`config.mk`:
```
export PLATFORM = sky130hd
export DESIGN_NAME = fifo_read_ctrl
export DESIGN_NICKNAME = d
export VERILOG_FILES = /design/src/rtl/fifo_read_ctrl.sv
export SDC_FILE = /design/constraint.sdc
export NUM_CORES = 1
export LEC_CHECK = 0
export BUFFER_PORTS_ARGS = -buffer_cell sky130_fd_sc_hd__clkbuf_2
export CORE_UTILIZATION = 49
export CTS_CLUSTER_SIZE = 12
export DETAILED_ROUTE_END_ITERATION = 6
export GPL_TIMING_DRIVEN = 0
export PLACE_DENSITY_LB_ADDON = 0.12
export RECOVER_POWER = 50
export SLEW_MARGIN = 0
export SYNTH_ARGS = -nofsm -noshare
export SYNTH_HDL_FRONTEND = slang
export SYNTH_SLANG_ARGS = --single-unit
```
`constraint.sdc`:
```
create_clock -name clk -period 3 [get_ports clk]
set_clock_uncertainty 0.05 [all_clocks]
set_input_delay 0.3 -clock clk [delete_from_list [all_inputs] [get_ports clk]]
set_output_delay 0.3 -clock clk [all_outputs]
set_load 0.01 [all_outputs]
```
`src/rtl/fifo_read_ctrl.sv`:
```
// Read-side controller of an asynchronous FIFO.
// This block owns the binary and Gray read pointers.
// It synchronises the Gray write pointer from the write clock domain.
// From the two pointers it derives empty, occupancy, read-data valid and underflow.
module fifo_read_ctrl #(
  parameter int ADDR_WIDTH  = 4,
  parameter int SYNC_STAGES = 2
) (
  input  logic                  clk,
  input  logic                  reset,
  input  logic [ADDR_WIDTH:0]   w_ptr_gray,
  input  logic                  rd_req,
  output logic [ADDR_WIDTH-1:0] r_add,
  output logic [ADDR_WIDTH:0]   r_ptr_gray,
  output logic                  empty,
  output logic                  rd_valid,
  output logic [ADDR_WIDTH:0]   rd_count,
  output logic                  underflow
);

  logic [ADDR_WIDTH:0] r_ptr_bin;
  logic [ADDR_WIDTH:0] r_w_sync [SYNC_STAGES];
  logic [ADDR_WIDTH:0] w_sync_last;
  logic [ADDR_WIDTH:0] w_bin;
  logic [ADDR_WIDTH:0] w_ptr_bin_nxt;
  logic [ADDR_WIDTH:0] w_ptr_gray_nxt;
  logic                w_pop;

  // Plain flop chain bringing the Gray write pointer into the read clock domain
  always_ff @(posedge clk or negedge reset) begin
    if (!reset) begin
      for (int unsigned i = 0; i < SYNC_STAGES; i++) begin
        r_w_sync[i] <= '0;
      end
    end else begin
      r_w_sync[0] <= w_ptr_gray;
      for (int unsigned i = 1; i < SYNC_STAGES; i++) begin
        r_w_sync[i] <= r_w_sync[i-1];
      end
    end
  end

  assign w_sync_last = r_w_sync[SYNC_STAGES-1];

  // Gray-to-binary conversion of the synchronised write pointer: bit i is the XOR of Gray bits i and above
  always_comb begin
    w_bin = '0;
    for (int unsigned i = 0; i <= ADDR_WIDTH; i++) begin
      w_bin[i] = ^(w_sync_last >> i);
    end
  end

  assign w_pop          = rd_req && !empty;
  assign w_ptr_bin_nxt  = r_ptr_bin + {{ADDR_WIDTH{1'b0}}, w_pop};
  assign w_ptr_gray_nxt = w_ptr_bin_nxt ^ (w_ptr_bin_nxt >> 1);

  // Read pointer pair: the Gray copy is loaded from the next binary value so both move on the same edge
  always_ff @(posedge clk or negedge reset) begin
    if (!reset) begin
      r_ptr_bin  <= '0;
      r_ptr_gray <= '0;
    end else begin
      r_ptr_bin  <= w_ptr_bin_nxt;
      r_ptr_gray <= w_ptr_gray_nxt;
    end
  end

  // One-cycle status pulses: data valid after an accepted pop, underflow after a pop into empty
  always_ff @(posedge clk or negedge reset) begin
    if (!reset) begin
      rd_valid  <= 1'b0;
      underflow <= 1'b0;
    end else begin
      rd_valid  <= w_pop;
      underflow <= rd_req && empty;
    end
  end

  // Empty compares two registered Gray pointers, so it can lag a write but never clears early
  assign empty    = (r_ptr_gray == w_sync_last);
  assign rd_count = w_bin - r_ptr_bin;
  assign r_add    = r_ptr_bin[ADDR_WIDTH-1:0];

endmodule

```
==> metrics.log, run 1 <==
[metrics] dominant synthesized flop cell: sky130_fd_sc_hd__dfrtp_1
[metrics] Gate Count Post-Synth: 67
[metrics] number of flops mapped to enable cells by yosys: 0
[metrics] 1st-iter DRT viols: 7
[metrics] Synth area leader: sky130_fd_sc_hd__dfrtp_1
[metrics] ranking of synthesized cells by instance count: sky130_fd_sc_hd__dfrtp_1, sky130_fd_sc_hd__inv_1, sky130_fd_sc_hd__xnor2_1
[metrics] max-slew headroom at the worst pin: between 20% and 30%
[metrics] number of hold-slack violations in the final timing report: 0
[metrics] switching pwr: 0.460 mW
[metrics] crit path time final: ~2.9 ns
[metrics] CP Launch Type: flop
[metrics] number of placement rows: 15
[metrics] Max clock buf depth: 2
[metrics] vertical extent of the die: around 45 µm
[metrics] r2r setup slk: between 0.7 and 0.8 ns
[metrics] Hold Crit Start: w_ptr_gray[0]
[metrics] clock network fraction of design power: between 10% and 20%
[metrics] average wire per standard cell: approximately 11 µm
[metrics] worst skew pair latency: about 0.29 ns
[metrics] endpoint class of the critical path: output port
[metrics] areal power density over the cells: roughly 1000 mW/mm²
[metrics] maximum number of pins on one net before global-route repair: 22
[metrics] share of post-route cells with drive strength above 1: a little under two fifths
[metrics] FF-to-FF Start: w_sync_last[3]
[metrics] starting utilization of the core area: 52.4%
[metrics] final setup margin: 0.129 ns
[metrics] final weighted congestion in routability-driven placement: about 0.7
[metrics] Buffers on Ports: 24
[metrics] Synth area leaders: sky130_fd_sc_hd__dfrtp_1, sky130_fd_sc_hd__xnor2_1, sky130_fd_sc_hd__ha_1
[metrics] number of buffers created by CTS: 3
[metrics] destination of the worst register-to-register timing path: r_ptr_gray[2]
[metrics] leakage power: a little under 0.6 nW
[metrics] half-perimeter wire length after placement: 1050 µm
[metrics] RSZ-0062 raised after global routing: yes
[metrics] global-route wire length before repair: 2130 µm
[metrics] cell chosen for the clock root: sky130_fd_sc_hd__clkbuf_4
[metrics] FF+latch count, synth: 21
[metrics] peak supply drop: between 0.6 and 0.7 mV
[metrics] synthesized area: 905 µm²
[metrics] share of the synthesized area in the top cell type: between 50 and 60%
[metrics] number of endpoints failing setup at the final stage: 0
[metrics] residual overflow from global routing: 0
[metrics] clock transition at the register clock pins on the worst setup and hold paths after CTS: approximately 0.10 ns
[metrics] post-route ant nets: 0
[metrics] combinational group share of total power: 52.6%
[metrics] synthesized netlist net count: 82
[metrics] total via count in the routed design: 565
[metrics] worst setup path class: flop to output port
[metrics] Worst R2R Path Depth: 9
[metrics] Cell Count, Final, Fillers Out: approximately 130
[metrics] net count of the finished layout: between 100 and 150
[metrics] Final Max Tran Viols: 0
[metrics] placement-stage worst setup slack: ~0.28 ns
[metrics] placed standard-cell area: approximately 0.0011 mm²
[metrics] total detailed-routing wirelength: about 1300 µm
[metrics] most common cell in the netlist: sky130_fd_sc_hd__dfrtp_1
[metrics] DIE AREA: 0.00202 mm²
[metrics] placed insts: ~120
[metrics] max_cap viols: 0
[metrics] Inserted Diodes: 0
[metrics] top achievable clock speed: 0.348 GHz
[metrics] CP max FO: 2
[metrics] sequential element share of the synthesized area: about 58%
[metrics] sequential power share: between 30% and 40%
[metrics] core footprint: between 0.0015 and 0.002 mm²
[metrics] Power, Total: ~1.2 mW
[metrics] number of synthesis warnings: 0
[metrics] area growth from synthesis to final layout: 24.9%
[metrics] fraction of synthesis flops using an asynchronous set or reset pin: between 90% and 100%
[metrics] count of boundary I/O pins: 25
[metrics] class of the worst hold path: input port to flop
[metrics] number of global-route vias before repair: 528
[metrics] total number of clock tree sinks: 21
[metrics] minimum hold slack: approximately 0.056 ns
[metrics] transition at the pin with the smallest max-transition slack: around 1.1 ns
[metrics] post-synthesis average cell area: approximately 14 µm²
[metrics] Crit path arrival time: 2.52 ns
[metrics] switching share of total power: 39.2%
[metrics] number of vias per cell after detailed routing: between 4 and 5
[metrics] Period Utilization, post-route: between 90% and 100%
[metrics] depth of the CTS H-tree: 1
[metrics] post-route setup TNS: 0 ns
[metrics] TritonCTS clock tree: done
[metrics] outcome: completed
[metrics] end point of the worst hold path: r_w_sync[5]
[metrics] overall global routing resource usage: between 15 and 20%
[metrics] final std cell area, no fill: ~0.0011 mm²
[metrics] drt pass-1 iters: 4
[metrics] number of antenna violations at the first check in global routing: 0
[metrics] DRC errors left: 0
[metrics] die width: 45.0 µm
[metrics] number of different library cells in the post-synthesis netlist: 14
[metrics] CP required: ~2.7 ns
[metrics] final standard cell utilization of the core: between 60% and 70%
[metrics] internal power of the cells: ~0.71 mW
[metrics] Hold Crit Depth: 1
[per-layer routing]
| metal | vias up | GRT usage [%] | wire length [µm] |
|---|---|---|---|
| met2 | 16 | 25.2 | 698 |
| met5 | - | 0 | 0 |
| met3 | 0 | 1.20 | 55 |
| met4 | 0 | 7.27 | 0 |
| met1 | 280 | 20.2 | 561 |
| li1 | 269 | - | - |
[power by group through the flow]
stage | clock [mW] | combinational (mW) | sequential [mW]
after floorplan | 0 | 0.368 | 0.458
after global placement | 0 | 0.581 | 0.434
after detailed placement | 0 | 0.601 | 0.437
after CTS | 0.133 | 0.610 | 0.431
after global routing | 0.145 | 0.698 | 0.441
final | 0.128 | 0.619 | 0.429
[flip-flops by register name (all words and copies together), names as in the netlist]
signal	cells
underflow	1
rd_valid	1
r_ptr_gray	4
r_w_sync	5
w_sync_last	5
r_ptr_bin	5
[timing repair]
item,CTS,global route
cloned,0,0
endpoints found under the hold margin,21,0
setup endpoints to repair,1,1
gates resized for setup,0,5
buffers inserted,2,2
hold buffers,1,0
pin swaps,1,7
[cells in the final DEF (no fill, tap or decap), drive strengths merged]
master	instances
nor3	1
nand3	3
xnor2	10
clkbuf	27
nor2b	1
a21oi	2
dfrtp	21
dlygate4sd3	1
buf	5
xor2	9
ha	6
and2	1
fa	1
a21o	2
inv	10
[final cells by class]
cell class	count	area, µm²
repair buffers	29	159
flip-flops and latches	21	526
clock buffers	4	26.3
multi-input cells	36	350
inverters	10	37.5
fillers	156	597
well taps	25	31.3
[cell families (layout without fill, tap and decap cells)]
group,Yosys count,count (layout),share of synthesized area [%]
DFF,21,21,58.1
xor gates and xnor gates,19,19,20.9
buffers and inverters,10,43,4.15
adders and majority gates,7,7,10.5
and+or+nand+nor,6,6,3.60
AOI/OAI and AO/OA,4,4,2.77
[critical path, cell delays in order, from the launching register on]
cell and delay, ns:
sky130_fd_sc_hd__dfrtp_1 0.43, sky130_fd_sc_hd__xor2_2 0.21, sky130_fd_sc_hd__xnor2_2 0.23, sky130_fd_sc_hd__xor2_2 0.18, sky130_fd_sc_hd__xor2_1 0.16, sky130_fd_sc_hd__ha_2 0.20, sky130_fd_sc_hd__fa_2 0.23, sky130_fd_sc_hd__inv_2 0.03
sky130_fd_sc_hd__a21o_1 0.15, sky130_fd_sc_hd__a21oi_2 0.13, sky130_fd_sc_hd__xor2_1 0.14, sky130_fd_sc_hd__buf_2 0.14
[how the worst max path moves through the flow]
stage | cells after the start | slack [ns] | start | end
6_report | 11 | 0.13 | w_sync_last[4] | rd_count[4]
5_1_grt | 11 | -0.04 | w_sync_last[4] | rd_count[4]
4_1_cts | 11 | 0.003 | w_sync_last[3] | rd_count[4]
3_5_place_dp | 11 | 0.28 | w_sync_last[3] | rd_count[4]
3_3_place_gp | 11 | 0.32 | w_sync_last[3] | rd_count[4]
2_1_floorplan | 10 | 0.49 | w_sync_last[3] | rd_count[4]
(Power assumes the default switching activity.)
==> run 2, diff against run 1 <==
--- a/config.mk
+++ b/config.mk
@@ -5,13 +5,14 @@
 export SDC_FILE = /design/constraint.sdc
 export NUM_CORES = 1
 export LEC_CHECK = 0
-export BUFFER_PORTS_ARGS = -buffer_cell sky130_fd_sc_hd__clkbuf_2
-export CORE_UTILIZATION = 49
+export CORE_UTILIZATION = 59
 export CTS_CLUSTER_SIZE = 12
 export DETAILED_ROUTE_END_ITERATION = 6
+export DONT_BUFFER_PORTS = 1
 export GPL_TIMING_DRIVEN = 0
 export PLACE_DENSITY_LB_ADDON = 0.12
 export RECOVER_POWER = 50
+export SETUP_SLACK_MARGIN = 0.15
 export SLEW_MARGIN = 0
 export SYNTH_ARGS = -nofsm -noshare
 export SYNTH_HDL_FRONTEND = slang
==> metrics.log, run 2 (synthesized netlist as in run 1, its figures left out) <==
[metrics] outcome: completed
[metrics] core footprint: 0.00137 mm² (-21%)
[metrics] depth of the CTS H-tree: 1 (unchanged)
[metrics] final weighted congestion in routability-driven placement: 0.738 (+5.9%)
[metrics] cell chosen for the clock root: sky130_fd_sc_hd__clkbuf_4
[metrics] number of antenna violations at the first check in global routing: 0 (unchanged)
[metrics] top achievable clock speed: 0.357 GHz (+2.6%)
[metrics] sequential cell area in the final layout: 526 µm² (unchanged)
[metrics] TritonCTS clock tree: done
[metrics] number of vias per cell after detailed routing: 4.98 (+10%)
[metrics] Cell Count, Final, Fillers Out: 99 (-21%)
[metrics] r2r setup slk: 0.55 ns (-0.17 ns)
[metrics] Period Utilization, post-route: 93.3% (-2.4 points)
[metrics] commonest cells after routing, fill and taps aside: sky130_fd_sc_hd__dfrtp_1, sky130_fd_sc_hd__inv_1, sky130_fd_sc_hd__xnor2_1
[metrics] Worst R2R Path Depth: 9 (unchanged)
[metrics] peak supply drop: 0.706 mV (+14%)
[metrics] Hold Crit Depth: 1 (unchanged)
[metrics] minimum hold slack: 0.0943 ns (+0.0380 ns)
[metrics] crit path time final: 2.80 ns (-0.0730 ns)
[metrics] number of placement rows: 13 (-2)
[metrics] post-route ant nets: 0 (unchanged)
[metrics] end point of the worst hold path: underflow
[metrics] worst skew pair latency: 0.29 ns (about the same)
[metrics] CP max FO: 2 (unchanged)
[metrics] Final Max Tran Viols: 0 (unchanged)
[metrics] area growth from synthesis to final layout: 23.0%
[metrics] die width: 41.2 µm (-8.5%)
[metrics] DIE AREA: 0.00169 mm² (-16%)
[metrics] max_cap viols: 0 (unchanged)
[metrics] placed insts: 82 (-29%)
[metrics] clock transition at the register clock pins on the worst setup and hold paths after CTS: 0.10 ns (about the same)
[metrics] Hold Crit Start: rd_req
[metrics] max-slew headroom at the worst pin: 42.2% (+13 points)
[metrics] total detailed-routing wirelength: 1350 µm (+2.5%)
[metrics] maximum number of pins on one net before global-route repair: 22 (unchanged)
[metrics] total number of clock tree sinks: 21 (unchanged)
[metrics] CP required: 2.65 ns (about the same)
[metrics] most common cell after layout, fill and taps aside: sky130_fd_sc_hd__dfrtp_1
[metrics] residual overflow from global routing: 0 (unchanged)
[metrics] DRC errors left: 0 (unchanged)
[metrics] class of the worst hold path: input port to flop
[metrics] post-route setup TNS: 0 ns (unchanged)
[metrics] global-route wire length before repair: 1890 µm (-11%)
[metrics] destination of the worst register-to-register timing path: r_ptr_gray[1]
[metrics] endpoint class of the critical path: output port
[metrics] worst setup path class: flop to output port
[metrics] net count of the finished layout: 100 (-14%)
[metrics] Max clock buf depth: 2 (unchanged)
[metrics] count of boundary I/O pins: 25 (unchanged)
[metrics] Inserted Diodes: 0 (unchanged)
[metrics] 1st-iter DRT viols: 8 (+1)
[metrics] CP Launch Type: flop
[metrics] half-perimeter wire length after placement: 1020 µm (-2.5%)
[metrics] number of inserted filler cells in the final layout: 86 (-45%)
[metrics] leakage power: 0.527 nW (-9.1%)
[metrics] number of buffers created by CTS: 3 (unchanged)
[metrics] final setup margin: 0.202 ns (+0.0730 ns)
[metrics] number of global-route vias before repair: 475 (-10%)
[metrics] transition at the pin with the smallest max-transition slack: 0.865 ns (-0.196 ns)
[metrics] average wire per standard cell: 13.6 µm (+29%)
[metrics] Buffers on Ports: 0 (-100%)
[metrics] vertical extent of the die: 41.2 µm (-8.5%)
[metrics] starting utilization of the core area: 66.2% (+14 points)
[metrics] number of endpoints failing setup at the final stage: 0 (unchanged)
[metrics] Crit path arrival time: 2.45 ns (-0.07 ns)
[metrics] overall global routing resource usage: 17.7% (+2.5 points)
[metrics] FF-to-FF Start: w_sync_last[3]
[metrics] RSZ-0062 raised after global routing: yes
[metrics] areal power density over the cells: 1010 mW/mm² (-2.9%)
[metrics] drt pass-1 iters: 4 (unchanged)
[metrics] area of combinational cells with multiple inputs: 382 µm² (+8.9%)
[metrics] number of hold-slack violations in the final timing report: 0 (unchanged)
[metrics] share of post-route cells with drive strength above 1: 26.2% (-11 points)
[metrics] total via count in the routed design: 493 (-13%)
[metrics] placement-stage worst setup slack: 0.309 ns (+0.0297 ns)
run 2: timing repair:
item	in CTS	in global routing
gates resized for setup	6	6
pin swaps	9	5
hold buffers	6	0
endpoints found under the hold margin	26	0
setup buffers	7	0
setup endpoints to repair	1	3
run 2: layout make-up:
| cell class | count | share of cell area, % |
|---|---|---|
| well taps | 15 | 1.69 |
| flip-flops and latches | 21 | 47.2 |
| repair buffers | 13 | 10.8 |
| clock buffers | 4 | 2.36 |
| inverters | 10 | 3.60 |
| multi-input cells | 36 | 34.3 |
run 2: report_power, final:
part / internal, mW / switching [mW]
registers: 0.362 / 0.112
clock network: 0.0516 / 0.0742
logic: 0.250 / 0.275
run 2: routing by layer:
metal / vias up / GRT usage (%) / share of wire [%]
li1: 238 / - / -
met1: 243 / 21.4 / 43
met2: 12 / 32.8 / 53
met3: 0 / 2.17 / 3.4
met4: 0 / 4.84 / 0
met5: - / 0 / 0
run 2: per-stage QoR:
step / power [mW] / cell area, µm² / util [%]
2_1_floorplan: 0.826 / 905 / -
3_3_place_gp: 0.887 / 923 / 67.6
3_5_place_dp: 0.909 / 923 / 67.6
4_1_cts: 1.12 / 1090 / 79.8
5_1_grt: 1.24 / 1110 / 81.4
6_report: 1.12 / 1110 / 81.4
run 2: worst max path at each step:
stage / startpoint / to / slack [ns] / cells past startpoint
floorplan: w_sync_last[3] / rd_count[4] / 0.49 / 10
global placement: w_sync_last[3] / rd_count[4] / 0.38 / 10
detailed placement: w_sync_last[3] / rd_count[4] / 0.31 / 10
CTS: w_sync_last[4] / rd_count[4] / 0.13 / 10
global route: w_sync_last[4] / rd_count[4] / 0.002 / 10
finish: w_sync_last[4] / rd_count[4] / 0.20 / 10
run 2: critical path, cell delays in order, from the launching register on:
cell and delay (ns):
sky130_fd_sc_hd__dfrtp_1 0.43, sky130_fd_sc_hd__xor2_2 0.21, sky130_fd_sc_hd__xnor2_2 0.22, sky130_fd_sc_hd__xor2_2 0.19, sky130_fd_sc_hd__xor2_1 0.16, sky130_fd_sc_hd__ha_2 0.21, sky130_fd_sc_hd__fa_2 0.21, sky130_fd_sc_hd__inv_2 0.03
sky130_fd_sc_hd__a21o_1 0.15, sky130_fd_sc_hd__a21oi_2 0.16, sky130_fd_sc_hd__xor2_2 0.20
==> run 3, diff against run 2 <==
--- a/config.mk
+++ b/config.mk
@@ -5,7 +5,8 @@
 export SDC_FILE = /design/constraint.sdc
 export NUM_CORES = 1
 export LEC_CHECK = 0
-export CORE_UTILIZATION = 59
+export CORE_UTILIZATION = 60
+export CTS_BUF_LIST = sky130_fd_sc_hd__clkbuf_2
 export CTS_CLUSTER_SIZE = 12
 export DETAILED_ROUTE_END_ITERATION = 6
 export DONT_BUFFER_PORTS = 1
==> metrics.log, run 3 (synthesized netlist as in run 1, its figures left out) <==
[metrics] maximum number of pins on one net before global-route repair: 22 (unchanged)
[metrics] cell chosen for the clock root: sky130_fd_sc_hd__clkbuf_2
[metrics] areal power density over the cells: 1000 mW/mm² (-0.62%)
[metrics] worst path cell trace: xor2_2 > xnor2_2 > xor2_2 > xor2_1 > ha_2 > fa_2 > inv_2 > a21o_1 > a21oi_2 > xor2_2
[metrics] number of vias per cell after detailed routing: 4.91 (-1.5%)
[metrics] CP max FO: 2 (unchanged)
[metrics] RSZ-0062 raised after global routing: yes
[metrics] depth of the CTS H-tree: 1 (unchanged)
[metrics] worst skew pair latency: 0.29 ns (about the same)
[metrics] most common cell after layout, fill and taps aside: sky130_fd_sc_hd__dfrtp_1
[metrics] number of antenna violations at the first check in global routing: 0 (unchanged)
[metrics] class of the worst hold path: input port to flop
[metrics] share of post-route cells with drive strength above 1: 20.0% (-6.2 points)
[metrics] overall global routing resource usage: 17.8% (+0.13 points)
[metrics] FF-to-FF Start: w_sync_last[3]
[metrics] number of endpoints failing setup at the final stage: 0 (unchanged)
[metrics] Cell Count, Final, Fillers Out: 95 (-4.0%)
[metrics] end point of the worst hold path: underflow
[metrics] CP max-delay cell: sky130_fd_sc_hd__dfrtp_1
[metrics] Final Max Tran Viols: 0 (unchanged)
[metrics] starting utilization of the core area: 67.0% (+0.80 points)
[metrics] drt pass-1 iters: 1 (-3)
[metrics] Buffers on Ports: 0 (unchanged)
[metrics] dominant cell type by count on the critical path: sky130_fd_sc_hd__xor2_2
[metrics] CP required: 2.65 ns (about the same)
[metrics] half-perimeter wire length after placement: 942 µm (-7.6%)
[metrics] number of buffers created by CTS: 3 (unchanged)
[metrics] area growth from synthesis to final layout: 16.0%
[metrics] peak supply drop: 0.684 mV (-3.2%)
[metrics] total number of clock tree sinks: 21 (unchanged)
[metrics] DIE AREA: 0.00167 mm² (-1.6%)
[metrics] Worst R2R Path Depth: 9 (unchanged)
[metrics] average wire per standard cell: 13.1 µm (-3.5%)
[metrics] transition at the pin with the smallest max-transition slack: 0.877 ns (+0.0127 ns)
[metrics] number of global-route vias before repair: 409 (-14%)
[metrics] Period Utilization, post-route: 93.6% (+0.36 points)
[metrics] Max clock buf depth: 2 (unchanged)
[metrics] die width: 40.8 µm (-0.79%)
[metrics] Hold Crit Start: rd_req
[metrics] kind of cell adding the most delay to the critical path: XOR/XNOR gates
[metrics] r2r setup slk: 0.53 ns (-0.02 ns)
[metrics] net count of the finished layout: 96 (-4.0%)
[metrics] worst setup path class: flop to output port
[metrics] count of boundary I/O pins: 25 (unchanged)
[metrics] DRC errors left: 0 (unchanged)
[metrics] 1st-iter DRT viols: 0 (-8)
[metrics] final weighted congestion in routability-driven placement: 0.705 (-4.6%)
[metrics] post-route ant nets: 0 (unchanged)
[metrics] number of placement rows: 13 (unchanged)
[metrics] max_cap viols: 0 (unchanged)
[metrics] Hold Crit Depth: 1 (unchanged)
[metrics] Inserted Diodes: 0 (unchanged)
[metrics] top achievable clock speed: 0.356 GHz (-0.39%)
[metrics] cell depth of the worst setup path: 10 (unchanged)
[metrics] placed insts: 82 (unchanged)
[metrics] leakage power: 0.507 nW (-3.8%)
[metrics] total via count in the routed design: 466 (-5.5%)
[metrics] residual overflow from global routing: 0 (unchanged)
[metrics] vertical extent of the die: 40.8 µm (-0.79%)
[metrics] global-route wire length before repair: 1760 µm (-6.9%)
[metrics] Crit path largest cell delay: 0.45 ns (+0.02 ns)
[metrics] minimum hold slack: 0.0766 ns (-0.0177 ns)
[metrics] endpoint class of the critical path: output port
[metrics] clock transition at the register clock pins on the worst setup and hold paths after CTS: 0.17 ns (+0.07 ns)
[metrics] outcome: completed
[metrics] TritonCTS clock tree: done
[metrics] destination of the worst register-to-register timing path: r_ptr_gray[1]
[metrics] crit path time final: 2.81 ns (+0.0108 ns)
[metrics] max-slew headroom at the worst pin: 41.3% (-0.85 points)
[metrics] number of hold-slack violations in the final timing report: 0 (unchanged)
[metrics] core footprint: 0.00135 mm² (-1.2%)
[metrics] total detailed-routing wirelength: 1250 µm (-7.4%)
[metrics] Buf+Inv Stages, Crit Path: 1 (unchanged)
[metrics] Crit path arrival time: 2.46 ns (about the same)
[metrics] CP Launch Type: flop
[metrics] commonest cells after routing, fill and taps aside: sky130_fd_sc_hd__dfrtp_1, sky130_fd_sc_hd__inv_1, sky130_fd_sc_hd__xnor2_1
[run 3: changes by cell type in the layout (fill, tap and decap cells not counted), moves of 2 or more]
cell	change
sky130_fd_sc_hd__clkbuf_2	+4
sky130_fd_sc_hd__clkbuf_4	-3
sky130_fd_sc_hd__buf_4	-2
sky130_fd_sc_hd__buf_6	-2
[run 3: area by class of cell]
| class | instances | area, µm² |
|---|---|---|
| Clock buffer | 4 | 20.0 |
| Fill cell | 91 | 300 |
| Inverter | 10 | 37.5 |
| Multi-Input combinational cell | 36 | 365 |
| Sequential cell | 21 | 526 |
| Tap cell | 15 | 18.8 |
| Timing Repair Buffer | 9 | 82.6 |
[run 3: how the worst max path moves through the flow]
stage                         from          end
floorplan           w_sync_last[3]  rd_count[4]
global placement    w_sync_last[3]  rd_count[4]
detailed placement  w_sync_last[3]  rd_count[4]
CTS                 w_sync_last[4]  rd_count[4]
global route        w_sync_last[4]  rd_count[4]
finish              w_sync_last[4]  rd_count[4]
[run 3: where the power goes]
part,leakage [nW],switching [mW],internal (mW)
registers,0.247,0.110,0.361
logic,0.243,0.255,0.222
clock network,0.0166,0.0703,0.0354
[run 3: layer usage]
metal  track usage [%]  part of all wire, %  up-vias
li1                  -                    -      229
met1              22.1                   43      221
met2              29.7                   51       14
met3              2.72                  4.9        2
met4              10.0                 0.40        0
met5                 0                    0        -
[run 3: timing repair]
item,4_1_cts,5_1_grt
gates resized for setup,4,2
hold buffers,6,0
setup endpoints to repair,1,2
buffers inserted,3,0
pin swaps,7,2
endpoints found under the hold margin,26,0
[run 3: stage by stage]
stage	worst slack (ns)	power, mW	area (µm²)	util [%]	setup TNS, ns
floorplan	0.491	0.826	905	-	0
global placement	0.371	0.887	923	68.4	0
detailed placement	0.361	0.901	923	68.4	0
CTS	0.117	1.05	1040	77.2	0
global route	-0.0601	1.17	1050	77.8	-0.0601
finish	0.191	1.05	1050	77.8	0
[run 3: worst register-to-register path: cells and delay by family (launching register included)]
family        cells  cell delay, ns
simple gates      3            0.72
xor+xnor          3            0.63
fa+ha+maj         2            0.44
flops             1            0.43
buf+inv           1            0.14
